$ cat src/rtl/ritc_phase_ctrl_pkg.sv
// Shared definitions for the RITC phase-control bus (scanner <-> clock manager).
package ritc_phase_ctrl_pkg;

  // Request bus (scanner -> responder) bit positions
  localparam int unsigned PCI_PSEN     = 0;
  localparam int unsigned PCI_PSINCDEC = 1;
  localparam int unsigned PCI_RST_REQ  = 7;

  // Return bus (responder -> scanner) bit positions
  localparam int unsigned PCO_PSDONE   = 0;
  localparam int unsigned PCO_BUSY     = 1;
  localparam int unsigned PCO_LOCKED   = 2;
  localparam int unsigned PCO_DONE_ERR = 3;
  localparam int unsigned PCO_LOCK_ERR = 4;

  localparam int unsigned PC_BUS_W     = 8;

  // Responder state encoding
  typedef logic [2:0] ps_state_t;
  localparam ps_state_t S_RESET_HOLD = 3'd0;
  localparam ps_state_t S_WAIT_LOCK  = 3'd1;
  localparam ps_state_t S_IDLE       = 3'd2;
  localparam ps_state_t S_SHIFT      = 3'd3;
  localparam ps_state_t S_WAIT_DONE  = 3'd4;
  localparam ps_state_t S_ACK        = 3'd5;

endpackage

$ cat src/rtl/ritc_ps_wrap_counter.sv
// Modulo-MODULUS up/down counter with synchronous clear; tracks fine-phase position.
module ritc_ps_wrap_counter #(
  parameter int unsigned WIDTH   = 12,
  parameter int unsigned MODULUS = 1120
) (
  input  logic             CLK,
  input  logic             clr,
  input  logic             inc,
  input  logic             dec,
  output logic [WIDTH-1:0] count
);

  localparam logic [WIDTH-1:0] LAST = WIDTH'(MODULUS - 1);

  // Clear wins, then increment, then decrement; both ends wrap.
  always_ff @(posedge CLK) begin
    if (clr) begin
      count <= '0;
    end else if (inc) begin
      count <= (count == LAST) ? '0 : count + WIDTH'(1);
    end else if (dec) begin
      count <= (count == '0) ? LAST : count - WIDTH'(1);
    end
  end

endmodule

$ cat src/rtl/ritc_phase_shift_responder.sv
// Clock-manager side of the RITC phase-control bus: drives MMCM dynamic phase
// shift and reset, reports status, and tracks absolute fine-phase position.
module ritc_phase_shift_responder
  import ritc_phase_ctrl_pkg::*;
#(
  parameter int unsigned POS_WIDTH        = 12,
  parameter int unsigned STEPS_PER_PERIOD = 1120,
  parameter int unsigned RST_CYCLES       = 8,
  parameter int unsigned LOCK_TIMEOUT     = 65535,
  parameter int unsigned DONE_TIMEOUT     = 255
) (
  input  logic                 CLK,
  input  logic                 rst_i,
  input  logic [7:0]           phase_control_in,
  output logic [7:0]           phase_control_out,
  output logic                 MMCM_PSEN,
  output logic                 MMCM_PSINCDEC,
  input  logic                 MMCM_PSDONE,
  output logic                 MMCM_RST,
  input  logic                 MMCM_LOCKED,
  output logic [POS_WIDTH-1:0] phase_pos_o,
  output logic [7:0]           dropped_o
);

  localparam int unsigned CNT_W = 16;
  localparam logic [CNT_W-1:0] RST_LAST  = CNT_W'(RST_CYCLES - 1);
  localparam logic [CNT_W-1:0] LOCK_LAST = CNT_W'(LOCK_TIMEOUT - 1);
  localparam logic [CNT_W-1:0] DONE_LAST = CNT_W'(DONE_TIMEOUT - 1);

  ps_state_t        state_q, state_d;
  logic [CNT_W-1:0] cnt_q, cnt_d;
  logic             req_q;
  logic             dir_q, dir_d;
  logic             derr_q, derr_d;
  logic             lerr_q, lerr_d;
  logic [7:0]       dropped_q, dropped_d;
  logic             rst_out_q, rst_out_d;
  logic             psen_q, psen_d;
  logic             psdone_q, psdone_d;
  logic             busy_q, busy_d;
  logic             locked_q, locked_d;

  logic             psen_req;
  logic             req_edge;
  logic             active;
  logic             abort;
  logic             pos_inc, pos_dec, pos_clr;
  logic             unused_bits;

  assign unused_bits = ^phase_control_in[6:2];

  assign psen_req = phase_control_in[PCI_PSEN];
  assign req_edge = phase_control_in[PCI_RST_REQ] & ~req_q;
  assign active   = (state_q == S_IDLE) || (state_q == S_SHIFT) ||
                    (state_q == S_WAIT_DONE) || (state_q == S_ACK);
  assign abort    = req_edge & active;

  // Next-state, counters, flags and registered-output next values
  always_comb begin
    state_d   = state_q;
    cnt_d     = cnt_q;
    dir_d     = dir_q;
    derr_d    = derr_q;
    lerr_d    = lerr_q;
    dropped_d = dropped_q;
    pos_inc   = 1'b0;
    pos_dec   = 1'b0;
    pos_clr   = 1'b0;

    // Requests arriving while an operation is in progress are only counted
    if (psen_req && (state_q != S_IDLE) && (dropped_q != 8'hFF)) begin
      dropped_d = dropped_q + 8'd1;
    end

    if (abort) begin
      state_d = S_RESET_HOLD;
      cnt_d   = '0;
      pos_clr = 1'b1;
      derr_d  = 1'b0;
      lerr_d  = 1'b0;
    end else begin
      case (state_q)
        S_RESET_HOLD: begin
          if (cnt_q == RST_LAST) begin
            state_d = S_WAIT_LOCK;
            cnt_d   = '0;
          end else begin
            cnt_d = cnt_q + CNT_W'(1);
          end
        end
        S_WAIT_LOCK: begin
          if (MMCM_LOCKED) begin
            state_d = S_IDLE;
          end else if (cnt_q == LOCK_LAST) begin
            lerr_d  = 1'b1;
            state_d = S_IDLE;
          end else begin
            cnt_d = cnt_q + CNT_W'(1);
          end
        end
        S_IDLE: begin
          if (psen_req) begin
            dir_d   = phase_control_in[PCI_PSINCDEC];
            state_d = S_SHIFT;
          end
        end
        S_SHIFT: begin
          state_d = S_WAIT_DONE;
          cnt_d   = '0;
        end
        S_WAIT_DONE: begin
          if (MMCM_PSDONE) begin
            pos_inc = dir_q;
            pos_dec = ~dir_q;
            state_d = S_ACK;
          end else if (cnt_q == DONE_LAST) begin
            derr_d  = 1'b1;
            state_d = S_ACK;
          end else begin
            cnt_d = cnt_q + CNT_W'(1);
          end
        end
        S_ACK: begin
          state_d = S_IDLE;
        end
        default: begin
          state_d = S_RESET_HOLD;
          cnt_d   = '0;
        end
      endcase
    end

    // Outputs are registered, so they follow the state being entered
    rst_out_d = (state_d == S_RESET_HOLD);
    psen_d    = (state_d == S_SHIFT);
    psdone_d  = (state_d == S_ACK);
    busy_d    = !((state_d == S_IDLE) || (state_d == S_ACK));
    locked_d  = MMCM_LOCKED &&
                ((state_d == S_IDLE) || (state_d == S_SHIFT) ||
                 (state_d == S_WAIT_DONE) || (state_d == S_ACK));
  end

  // State, bookkeeping and output registers
  always_ff @(posedge CLK) begin
    if (rst_i) begin
      state_q   <= S_RESET_HOLD;
      cnt_q     <= '0;
      req_q     <= 1'b0;
      dir_q     <= 1'b0;
      derr_q    <= 1'b0;
      lerr_q    <= 1'b0;
      dropped_q <= 8'd0;
      rst_out_q <= 1'b1;
      psen_q    <= 1'b0;
      psdone_q  <= 1'b0;
      busy_q    <= 1'b1;
      locked_q  <= 1'b0;
    end else begin
      state_q   <= state_d;
      cnt_q     <= cnt_d;
      req_q     <= phase_control_in[PCI_RST_REQ];
      dir_q     <= dir_d;
      derr_q    <= derr_d;
      lerr_q    <= lerr_d;
      dropped_q <= dropped_d;
      rst_out_q <= rst_out_d;
      psen_q    <= psen_d;
      psdone_q  <= psdone_d;
      busy_q    <= busy_d;
      locked_q  <= locked_d;
    end
  end

  // Absolute fine-phase position
  ritc_ps_wrap_counter #(
    .WIDTH   (POS_WIDTH),
    .MODULUS (STEPS_PER_PERIOD)
  ) u_pos (
    .CLK   (CLK),
    .clr   (rst_i | pos_clr),
    .inc   (pos_inc),
    .dec   (pos_dec),
    .count (phase_pos_o)
  );

  // Return-bus assembly from registered status bits
  always_comb begin
    phase_control_out               = '0;
    phase_control_out[PCO_PSDONE]   = psdone_q;
    phase_control_out[PCO_BUSY]     = busy_q;
    phase_control_out[PCO_LOCKED]   = locked_q;
    phase_control_out[PCO_DONE_ERR] = derr_q;
    phase_control_out[PCO_LOCK_ERR] = lerr_q;
  end

  assign MMCM_PSEN     = psen_q;
  assign MMCM_PSINCDEC = dir_q;
  assign MMCM_RST      = rst_out_q;
  assign dropped_o     = dropped_q;

endmodule

$ cat config.mk
export PLATFORM = sky130hd
export DESIGN_NAME = ritc_phase_shift_responder
export DESIGN_NICKNAME = d
export VERILOG_FILES = /design/src/rtl/ritc_phase_ctrl_pkg.sv /design/src/rtl/ritc_ps_wrap_counter.sv /design/src/rtl/ritc_phase_shift_responder.sv
export SDC_FILE = /design/constraint.sdc
export NUM_CORES = 1
export LEC_CHECK = 0
export CAP_MARGIN = 30
export CORE_ASPECT_RATIO = 0.9
export CORE_MARGIN = 2
export CORE_UTILIZATION = 59
export DETAILED_ROUTE_END_ITERATION = 8
export GPL_ROUTABILITY_DRIVEN = 0
export PLACE_DENSITY = 0.85
export SLEW_MARGIN = 25
export SYNTH_ARGS = -nofsm -noshare
export SYNTH_HDL_FRONTEND = slang
export SYNTH_SLANG_ARGS = --single-unit
$ cat constraint.sdc
create_clock -name CLK -period 4.9 [get_ports CLK]
set_clock_uncertainty 0.05 [all_clocks]
set_input_delay 0.49 -clock CLK [delete_from_list [all_inputs] [get_ports CLK]]
set_output_delay 0.49 -clock CLK [all_outputs]
set_load 0.01 [all_outputs]
==> out/results.txt <==
Initial Util -> 61.7%
HPWL after detailed placement -> 4.70 mm
highest clock frequency the design can meet -> 0.392 GHz
final worst path period share -> 52.1%
area leader, netlist -> dfxtp_1
critical hold path startpoint -> derr_q
final setup violation count -> 0
kind of start point of the critical path -> flip-flop
Worst Reg-to-Reg Cells -> 5
capture point of the worst reg-to-reg path -> cnt_q[15]
worst-margin pin slew -> 0.840 ns
global-route wire length before repair -> 11.9 mm
via count -> 2,837
Clock H-tree levels -> 2
core region area -> 4890 µm²
total clock sinks -> 48
Post-Route Setup TNS -> 0 ns
cell with the most instances after synthesis -> dfxtp_1
dominant cells by area after synthesis -> dfxtp_1 (32%), a21oi_1 (4.1%), nand2_1 (3.4%)
worst vdd ir -> 0.204 mV
setup repair after global routing missed its margin -> no
areal power density over the cells -> 202 nW/µm²
post-placement worst setup slack -> 2.20 ns
number of global-route vias before repair -> 2,560
start of the worst register-to-register path -> cnt_q[2]
CTS Buffer Depth -> 2
Worst Path Max Fanout -> 27
final number of max-transition violations -> 0
post-cts repair resize count -> 0
portion of synthesized cell area occupied by the leading cell type -> 31.8%
ys flop type -> dfxtp_1
area of the mapped netlist -> 3020 µm²
normalized max-slew margin -> 44.0%
antenna-violating nets left -> 0
DRT Pass-1 Iters -> 5
number of flops mapped to enable cells by yosys -> 0
most frequent cells after synthesis -> dfxtp_1 (48), nand2_1 (27), a21oi_1 (25)
CP Class -> flip-flop to flip-flop
mean post-synth cell area -> 8.29 µm²
global route total overflow -> 0
outcome -> complete, no violations
Clk Latency, worst-skew pair -> 0.30 ns
Seq cells post-synth -> 48
count of port buffers added during placement -> 34
Clock Root Buffer -> clkbuf_8
DRC violation count after routing -> 0
Final nets -> 393
boundary pin count -> 43
synthesis-to-layout area growth -> 9.41%
TritonCTS clock tree -> yes
die width -> 79.4 µm
setup fix buffers added after clock tree synthesis -> 0
std cell rows -> 24
fill count -> 416
pin count of the biggest net entering global routing -> 28
antenna violations before repair -> 0
fraction of layout cells with a size suffix above 1 -> 6.40%
vias per inst -> 6.45
# diodes -> 0
Unique masters post-synth -> 67
number of buffers inserted by hold repair at cts -> 0
total number of yosys warnings -> 0
Die Height -> 71.9 µm
post-detailed-routing wire length -> 6.89 mm
fin worst setup slack -> 2.35 ns
cell depth of the worst hold path -> 2
Inserted Clock Buffers -> 5
DRC marker count from the first detailed-route iteration -> 325
CP arrival -> 2.68 ns
Mapped Cells -> 364
Total Routing Usage GR -> 25.8%
detail-routed net length per standard cell -> 15.7 µm
Total Die Area -> 5710 µm²
worst endpoint required time -> 5.03 ns
Min-Delay Path Class -> flip-flop to flip-flop
crit end category -> flip-flop
capture endpoint of the worst hold path -> derr_q
sequential element share of the synthesized area -> 31.8%
setup slack of the most critical reg-to-reg path -> 2.35 ns
Synth async-reset ratio -> 0%
leakage power summed over all cells -> 1.17 nW
final hold violation count -> 0
final worst path period need -> 2.55 ns
count of max-cap constraint violations -> 0
clock-pin slew of the registers on the worst-case setup and hold paths -> 0.09 ns
worst max-delay path, stage by stage, from the launching register on:
cell     delay (ns)
dfxtp_1        0.44
nand4_1        0.25
nor4_2         0.59
o22a_1         0.75
nor4_1         0.17
mux2i_1        0.16
cells in the final DEF, fill, tap and decap left out, types with 3 or more instances in the layout:
master,synthesis,routed
nand4_1,12,12
clkbuf_8,0,5
dfxtp_1,48,48
ha_1,6,6
o211a_1,3,3
conb_1,1,3
nand2_1,27,27
xor2_1,8,8
nand3_1,20,20
or4_1,13,13
a21oi_1,25,25
o21ai_0,9,9
nor2_1,23,23
xnor2_1,10,10
nor2b_1,5,5
and2_1,4,4
or3_1,6,6
mux2i_1,6,6
clkdlybuf4s50_1,0,34
a31oi_1,6,6
nor3_1,12,12
and3_1,3,3
nor4_1,7,7
o31ai_1,11,11
inv_1,10,10
nand2b_1,5,5
worst max path at each step:
stage                   startpoint              to  slack [ns]  cells past startpoint
floorplan           u_pos.count[0]  u_pos.count[7]        2.63                      8
global placement       MMCM_LOCKED        cnt_q[3]        2.28                      5
detailed placement     MMCM_LOCKED        cnt_q[9]        2.20                      5
CTS                       cnt_q[2]       cnt_q[15]        2.38                      5
global route              cnt_q[2]       cnt_q[13]        2.09                      5
finish                    cnt_q[2]       cnt_q[15]        2.35                      5
per-layer routing:
layer  track usage, %  wire length [µm]  up-vias
met2             39.5              3180      130
met4             8.43                75        0
met1             36.2              3140     1326
met5                0                 0        -
met3             5.92               493       11
li1                 -                 -     1370
flip-flops by register name, summed over array words and instances, names as in the netlist:
register,count
MMCM_PSEN,1
MMCM_PSINCDEC,1
MMCM_RST,1
busy_q,1
cnt_q,16
derr_q,1
dropped_o,8
lerr_q,1
locked_q,1
psdone_q,1
req_q,1
state_q,3
u_pos.count,12
logic make-up (layout without fill, tap and decap cells):
family,Yosys count,count (layout),synth area share [%]
buffers and inverters,42,51,8.74
xor gates and xnor gates,18,18,5.22
muxes,6,6,1.99
other,1,3,0.124
and+or+nand+nor,157,157,29.7
AOI/OAI and AO/OA,85,85,19.6
adders and majority gates,7,7,2.82
DFF,48,48,31.8
area by class of cell:
type,count,area (µm²),area share [%]
Sequential cell,48,961,29.1
Tap cell,65,81.3,2.46
Clock buffer,5,68.8,2.08
Timing Repair Buffer,34,340,10.3
Clock inverter,2,12.5,0.379
Multi-Input combinational cell,276,1800,54.5
Inverter,10,37.5,1.14
power breakdown:
part	internal (W)	total (W)	leakage, nW	switching (W)
clock network	0.0000968	0.000228	0.0400	0.000132
logic	0.0000173	0.0000402	0.739	0.0000229
registers	0.000394	0.000399	0.388	0.00000491
total	0.000508	0.000668	1.17	0.000159
metrics by stage:
stage          instances  hold WS, ns  area, µm²  power, W  utilization, %
2_1_floorplan        366        0.376       3030  0.000435               -
3_3_place_gp         433        0.396       3220  0.000447            65.8
3_5_place_dp         433        0.393       3220  0.000448            65.8
4_1_cts              440        0.404       3300  0.000670            67.5
5_1_grt              440        0.436       3300  0.000693            67.5
6_report             440        0.396       3300  0.000668            67.5
No activity file was read; power rests on OpenSTA's default activity.
